**config.mk**
```make
export PLATFORM = sky130hd
export DESIGN_NAME = row_span_sequencer_flat
export DESIGN_NICKNAME = d
export VERILOG_FILES = /design/src/rtl/row_span_sequencer_if.sv /design/src/rtl/row_span_sequencer.sv /design/src/flat_wrapper.sv
export SDC_FILE = /design/constraint.sdc
export NUM_CORES = 1
export LEC_CHECK = 0
export ABC_CLOCK_PERIOD_IN_PS = 2700
export CORE_ASPECT_RATIO = 1.5
export CORE_UTILIZATION = 50
export DETAILED_ROUTE_END_ITERATION = 16
export PLACE_DENSITY = 0.81
export SETUP_SLACK_MARGIN = 0.5
export SLEW_MARGIN = 20
export SYNTH_ARGS = -nofsm -noshare
export SYNTH_HDL_FRONTEND = slang
export SYNTH_SLANG_ARGS = --single-unit
```
**constraint.sdc**
```tcl
create_clock -name clk -period 2.7 [get_ports clk]
set_input_delay 0.54 -clock clk [delete_from_list [all_inputs] [get_ports clk]]
set_output_delay 0.54 -clock clk [all_outputs]
set_load 0.03 [all_outputs]
```
**src/rtl/row_span_sequencer_if.sv**
```systemverilog
// Instruction-in / span-out handshake bundle for row_span_sequencer.
// The slave modport is the sequencer's view; master is the buffer/core side.
interface row_span_sequencer_if #(
   parameter int INSTRUCTION_WIDTH = 52,
   parameter int COORD_WIDTH       = 12
);
   logic                         instr_valid;
   logic                         instr_ready;
   logic                         instr_last;
   logic [INSTRUCTION_WIDTH-1:0] instr_data;
   logic                         span_valid;
   logic                         span_ready;
   logic [COORD_WIDTH-1:0]       span_row;
   logic [COORD_WIDTH-1:0]       span_x_lo;
   logic [COORD_WIDTH-1:0]       span_x_hi;
   logic [1:0]                   span_op;
   logic                         span_last;
   logic                         all_done;

   modport slave (
      input  instr_valid, instr_last, instr_data, span_ready,
      output instr_ready, span_valid, span_row, span_x_lo, span_x_hi,
             span_op, span_last, all_done
   );

   modport master (
      output instr_valid, instr_last, instr_data, span_ready,
      input  instr_ready, span_valid, span_row, span_x_lo, span_x_hi,
             span_op, span_last, all_done
   );
endinterface

```
**src/rtl/row_span_sequencer.sv**
```systemverilog
// Expands rectangle instructions into one single-row span per grid row, y_lo..y_hi.
// Optional statistics counters are built when SPAN_STATS_EN is defined.
module row_span_sequencer #(
   parameter int INSTRUCTION_WIDTH = 52,
   parameter int COORD_WIDTH       = 12,
   parameter int STATS_WIDTH       = 24
) (
   input  logic                   clk,
   input  logic                   reset_n,
   row_span_sequencer_if.slave    bus
`ifdef SPAN_STATS_EN
   ,
   output logic [STATS_WIDTH-1:0] stat_instr_count,
   output logic [STATS_WIDTH-1:0] stat_span_count,
   output logic [STATS_WIDTH-1:0] stat_drop_count
`endif
);
   localparam int CW = COORD_WIDTH;
   localparam int IW = INSTRUCTION_WIDTH;

   typedef enum logic [1:0] {
      ST_IDLE = 2'd0,
      ST_EMIT = 2'd1,
      ST_DONE = 2'd2
   } state_t;

   state_t          state_r, state_s;
   logic [CW-1:0]   row_r, row_s;
   logic [CW-1:0]   x_lo_r, x_lo_s;
   logic [CW-1:0]   x_hi_r, x_hi_s;
   logic [CW-1:0]   y_hi_r, y_hi_s;
   logic [1:0]      op_r, op_s;
   logic            last_r, last_s;
   logic            instr_ready_r, span_valid_r, span_last_r, all_done_r;
   logic            accept_s, span_hs_s, drop_s;
   logic [1:0]      in_op_s;
   logic [CW-1:0]   x0_s, y0_s, x1_s, y1_s;

   assign in_op_s   = bus.instr_data[IW-1 -: 2];
   assign x0_s      = bus.instr_data[IW-3 -: CW];
   assign y0_s      = bus.instr_data[IW-3-CW -: CW];
   assign x1_s      = bus.instr_data[IW-3-2*CW -: CW];
   assign y1_s      = bus.instr_data[IW-3-3*CW -: CW];
   assign accept_s  = instr_ready_r && bus.instr_valid;
   assign span_hs_s = span_valid_r && bus.span_ready;

   // Next-state and next-value logic for the sequencer.
   always_comb begin
      state_s = state_r;
      row_s   = row_r;
      x_lo_s  = x_lo_r;
      x_hi_s  = x_hi_r;
      y_hi_s  = y_hi_r;
      op_s    = op_r;
      last_s  = last_r;
      drop_s  = 1'b0;
      case (state_r)
         ST_IDLE: begin
            if (accept_s) begin
               op_s   = in_op_s;
               x_lo_s = (x0_s < x1_s) ? x0_s : x1_s;
               x_hi_s = (x0_s < x1_s) ? x1_s : x0_s;
               y_hi_s = (y0_s < y1_s) ? y1_s : y0_s;
               row_s  = (y0_s < y1_s) ? y0_s : y1_s;
               last_s = bus.instr_last;
               if (in_op_s == 2'b00) begin
                  drop_s  = !bus.instr_last;
                  state_s = bus.instr_last ? ST_DONE : ST_IDLE;
               end else begin
                  state_s = ST_EMIT;
               end
            end else begin
               state_s = ST_IDLE;
            end
         end
         ST_EMIT: begin
            if (span_hs_s) begin
               if (row_r == y_hi_r) begin
                  state_s = last_r ? ST_DONE : ST_IDLE;
               end else begin
                  row_s = row_r + CW'(1);
               end
            end else begin
               state_s = ST_EMIT;
            end
         end
         ST_DONE: state_s = ST_DONE;
         default: state_s = ST_IDLE;
      endcase
   end

   // State, latched coordinates and registered handshake outputs.
   always_ff @(posedge clk or negedge reset_n) begin
      if (!reset_n) begin
         state_r       <= ST_IDLE;
         row_r         <= {CW{1'b0}};
         x_lo_r        <= {CW{1'b0}};
         x_hi_r        <= {CW{1'b0}};
         y_hi_r        <= {CW{1'b0}};
         op_r          <= 2'b00;
         last_r        <= 1'b0;
         instr_ready_r <= 1'b0;
         span_valid_r  <= 1'b0;
         span_last_r   <= 1'b0;
         all_done_r    <= 1'b0;
      end else begin
         state_r       <= state_s;
         row_r         <= row_s;
         x_lo_r        <= x_lo_s;
         x_hi_r        <= x_hi_s;
         y_hi_r        <= y_hi_s;
         op_r          <= op_s;
         last_r        <= last_s;
         instr_ready_r <= (state_s == ST_IDLE);
         span_valid_r  <= (state_s == ST_EMIT);
         span_last_r   <= (state_s == ST_EMIT) && last_s && (row_s == y_hi_s);
         all_done_r    <= (state_s == ST_DONE);
      end
   end

   assign bus.instr_ready = instr_ready_r;
   assign bus.span_valid  = span_valid_r;
   assign bus.span_row    = row_r;
   assign bus.span_x_lo   = x_lo_r;
   assign bus.span_x_hi   = x_hi_r;
   assign bus.span_op     = op_r;
   assign bus.span_last   = span_last_r;
   assign bus.all_done    = all_done_r;

`ifdef SPAN_STATS_EN
   function automatic logic [STATS_WIDTH-1:0] sat_inc(input logic [STATS_WIDTH-1:0] v);
      return (&v) ? v : v + STATS_WIDTH'(1);
   endfunction

   logic [STATS_WIDTH-1:0] stat_instr_r, stat_span_r, stat_drop_r;

   // Saturating event counters.
   always_ff @(posedge clk or negedge reset_n) begin
      if (!reset_n) begin
         stat_instr_r <= {STATS_WIDTH{1'b0}};
         stat_span_r  <= {STATS_WIDTH{1'b0}};
         stat_drop_r  <= {STATS_WIDTH{1'b0}};
      end else begin
         stat_instr_r <= accept_s  ? sat_inc(stat_instr_r) : stat_instr_r;
         stat_span_r  <= span_hs_s ? sat_inc(stat_span_r)  : stat_span_r;
         stat_drop_r  <= drop_s    ? sat_inc(stat_drop_r)  : stat_drop_r;
      end
   end

   assign stat_instr_count = stat_instr_r;
   assign stat_span_count  = stat_span_r;
   assign stat_drop_count  = stat_drop_r;
`endif
endmodule
```
**src/flat_wrapper.sv**
```systemverilog
// flat-port wrapper written by rule: the top's interface ports become plain ports
module row_span_sequencer_flat 
#(
   parameter int INSTRUCTION_WIDTH = 52,
   parameter int COORD_WIDTH       = 12,
   parameter int STATS_WIDTH       = 24
)
  (clk, reset_n, bus_instr_valid, bus_instr_last, bus_instr_data, bus_span_ready, bus_instr_ready, bus_span_valid, bus_span_row, bus_span_x_lo, bus_span_x_hi, bus_span_op, bus_span_last, bus_all_done);
  row_span_sequencer_if #(.INSTRUCTION_WIDTH(INSTRUCTION_WIDTH), .COORD_WIDTH(COORD_WIDTH)) bus_i ();
  input  logic clk;
  input  logic reset_n;
  input wire logic [$bits(bus_i.instr_valid)-1:0] bus_instr_valid;
  input wire logic [$bits(bus_i.instr_last)-1:0] bus_instr_last;
  input wire logic [$bits(bus_i.instr_data)-1:0] bus_instr_data;
  input wire logic [$bits(bus_i.span_ready)-1:0] bus_span_ready;
  output wire logic [$bits(bus_i.instr_ready)-1:0] bus_instr_ready;
  output wire logic [$bits(bus_i.span_valid)-1:0] bus_span_valid;
  output wire logic [$bits(bus_i.span_row)-1:0] bus_span_row;
  output wire logic [$bits(bus_i.span_x_lo)-1:0] bus_span_x_lo;
  output wire logic [$bits(bus_i.span_x_hi)-1:0] bus_span_x_hi;
  output wire logic [$bits(bus_i.span_op)-1:0] bus_span_op;
  output wire logic [$bits(bus_i.span_last)-1:0] bus_span_last;
  output wire logic [$bits(bus_i.all_done)-1:0] bus_all_done;
  assign bus_i.instr_valid = bus_instr_valid;
  assign bus_i.instr_last = bus_instr_last;
  assign bus_i.instr_data = bus_instr_data;
  assign bus_i.span_ready = bus_span_ready;
  assign bus_instr_ready = bus_i.instr_ready;
  assign bus_span_valid = bus_i.span_valid;
  assign bus_span_row = bus_i.span_row;
  assign bus_span_x_lo = bus_i.span_x_lo;
  assign bus_span_x_hi = bus_i.span_x_hi;
  assign bus_span_op = bus_i.span_op;
  assign bus_span_last = bus_i.span_last;
  assign bus_all_done = bus_i.all_done;
  row_span_sequencer #(.INSTRUCTION_WIDTH(INSTRUCTION_WIDTH), .COORD_WIDTH(COORD_WIDTH), .STATS_WIDTH(STATS_WIDTH)) u_core (.clk(clk), .reset_n(reset_n), .bus(bus_i));
endmodule
```
==> impl_results.md <==
- Status: complete, but fails checks
- Failing checks: negative setup slack
- Detailed-route vias per instance: around 6
- First-pass GRT wire length: 20.8 mm
- Worst Path Buf+Inv: 2
- Clk_skew: about 6.1 ps
- Hold slack: 342 ps
- Via count: approximately 4.5k
- Fin. max-slew vios: 0
- CTS max path bufs: 2
- DRC viols: 0
- Reg clk slew, reported paths: 50 ps
- Fin crit share: 1.01
- Nets: 714
- Final core utilization: 0.846
- HPWL Detailed: 9.28 mm
- Vias in the first global route: between 4k and 5k
- Post-Place Setup Slack: -686 ps
- Clk_lat worst skew: between 300 and 400 ps
- Seq/Total Area, Yosys: 0.366
- Crit path required time: 2940 ps
- CTS Buf Count: 9
- Largest net degree at the start of global routing: 58
- Core Region: 0.00756 mm2
- Htree depth: 3
- Reg2Reg Capture Point: u_core.bus.span_last
- Synthesized cell area: 0.00389 mm2
- Gr usage total: 0.347
- Root buffer cell: clkbuf_16
- CP Max Fanout: 12
- Tot Pwr: 6.98 mW
- Most common cell after layout, fill and taps aside: buf_4
- Slew headroom: 0.495
- Height of the chip: ~110 um
- Mapped Nets: between 500 and 600
- Maximum vdd drop: 0.726 mV
- Pwr Density: 1090 mW/mm2
- Max-Cap Viols: 0
- CP top delay family: compound AO/OA/AOI/OAI gates
- Final setup fails: 1
- Share of cells above drive strength 1: 0.366
- Initial Util: 0.515
- Fraction of registers with async set/reset: 1.00
- Final setup margin: -19.4 ps
- Leak: 2.81 nW
- Clock sink count: 57
- First drt pass iteration count: 5
- Die width: 74.0 um
- CP most frequent cell: buf_6
- Dpl cells: 702
- Post-DRT Antenna Nets: 0
- Reg2reg start: u_core.bus.span_row[4]
- Hold/Removal Path Class: input port to async pin
- Synthesis-stage register bit count: 57
- Top_reg_cell synth: dfrtp_1
- R2R depth: 11
- Flop2flop setup slack: -20 ps
- Total Routed Length: around 15 mm
- DP Area: 0.00560 mm2
- EDFF count, synth: 0
- Die area: 0.00815 mm2
- Post-Layout Inst Area: 0.00640 mm2
- Ant. Diodes: 0
- Setup Crit Path Kind: flip-flop to flip-flop
- # IOs: 99
- Post-route minimum period: 2720 ps
- Final Wtd Congestion: around 0.95
- Least-Margin Pin Slew: 757 ps
- Routed WL per cell: 19.8 um
- YS warnings: 0
- Synth cell types: 54
- Port Buffer Count: 96
- Startpoint types: flip-flop
- 1st-iter DRT viols: 369
- Syn Area/Cell: 8.61 um2
- Slowest CP cell: dfrtp_2
- RSZ-0062 raised after global routing: yes
- Worst path max stage delay: 470 ps
- Initial antenna violation count: 0
- P&R area growth vs syn: 64.3%
- Final non-filler cell total: 741
- Most frequent cells in the layout: buf_4 (83), a21oi_1 (54), clkdlybuf4s50_1 (51), nor2_1 (49), dfrtp_1 (49)
- Max Clk Rate: 0.368 GHz
- Cell Rows: 39
- Critical path endpoint category: flip-flop
- Final Hold Fails: 0
- CP Cell Sequence: xnor2_2, nand4_1, nor3_4, buf_6, buf_6, o41ai_2, a21oi_1, a311o_1, xor2_1, nand2b_4, nor4_4
- GR Overflow Total: 0
- Critical Path AT: 2960 ps
- CTS tree: built
- Setup_tns: -19.4 ps
- Mapped Cells: approximately 450
- Hold-fix buffer count after cts: 0
==> metal layers <==
layer  GRT usage  wire length, um
met4       0.240              945
met2       0.606             7650
met5           0                0
met1       0.353             5030
met3      0.0927             1010
==> registers in the layout, summed over array words and instances (netlist names) <==
name,cells
u_core.bus.span_x_hi,12
u_core.y_hi_r,12
u_core.bus.span_valid,1
u_core.last_r,1
u_core.bus.span_row,12
u_core.bus.all_done,1
u_core.bus.span_op,2
u_core.bus.span_x_lo,12
u_core.bus.span_last,1
u_core.bus.instr_ready,1
u_core.state_r,2
==> what timing repair did <==
action,CTS,global route
resized for setup,96,89
hold endpoints to repair,0,0
cloned,1,0
setup endpoints to repair,49,31
pin swaps,39,43
setup buffers,14,8
==> cell families after synthesis <==
logic type	count (synthesis)	synth area share
buf+inv	50	0.0530
compound gates	119	0.183
fa+ha+maj	23	0.0739
xor+xnor	23	0.0556
flops	57	0.366
simple gates	144	0.174
mux	36	0.0939
==> synth_stat cells, types with 2 or more instances <==
cell type	n	area, um2
a21oi_1	69	345
nor2_1	52	195
nor4_1	4	25.0
mux2_1	2	22.5
dfrtp_1	57	1430
nor3_1	6	30.0
o21ai_0	9	45.0
a211o_1	2	17.5
buf_1	3	11.3
mux2i_1	32	320
xor2_1	4	35.0
nand2b_1	4	25.0
nor4b_1	2	17.5
a31oi_1	3	18.8
ha_1	23	288
xnor2_1	17	149
buf_2	9	45.0
nand3_1	9	45.0
clkbuf_1	9	33.8
o21bai_1	2	15.0
o22ai_1	4	25.0
inv_1	28	105
nor2b_1	3	18.8
o211ai_1	2	15.0
nand2_1	46	173
o21ai_1	3	15.0
a21o_1	6	45.0
mux2_2	2	22.5
xnor2_2	2	32.5
or3_1	3	18.8
nand4_1	6	37.5
or4b_1	2	20.0
a211oi_1	6	45.0
==> report_power, final <==
group	switching (mW)	total [mW]	leakage [nW]	internal, mW
Sequential	0.380	1.66	0.646	1.28
Combinational	2.33	4.15	2.04	1.82
Clock	0.426	1.16	0.133	0.738
==> layout make-up <==
class	count	area (um2)
fill	416	1170
sequential	57	1440
multi-input combinational	345	2750
clock buffer	10	239
tap	102	128
clock inverter	6	67.6
inverter	28	115
timing repair buffer	193	1660
==> worst max path at each step <==
| stage | from | end | slack (ps) | cells after the start |
|---|---|---|---|---|
| after detailed placement | bus_instr_data[4] | u_core.bus.span_last | -690 | 13 |
| after CTS | u_core.bus.span_row[4] | u_core.bus.span_last | 130 | 11 |
| final | u_core.bus.span_row[4] | u_core.bus.span_last | -20 | 11 |
| after global placement | bus_instr_data[4] | u_core.bus.span_last | -540 | 13 |
| after floorplan | bus_instr_data[4] | u_core.bus.span_last | 260 | 12 |
| after global routing | bus_instr_valid | u_core.bus.span_last | -140 | 10 |
Note: power is estimated with default switching activity, not from simulation.
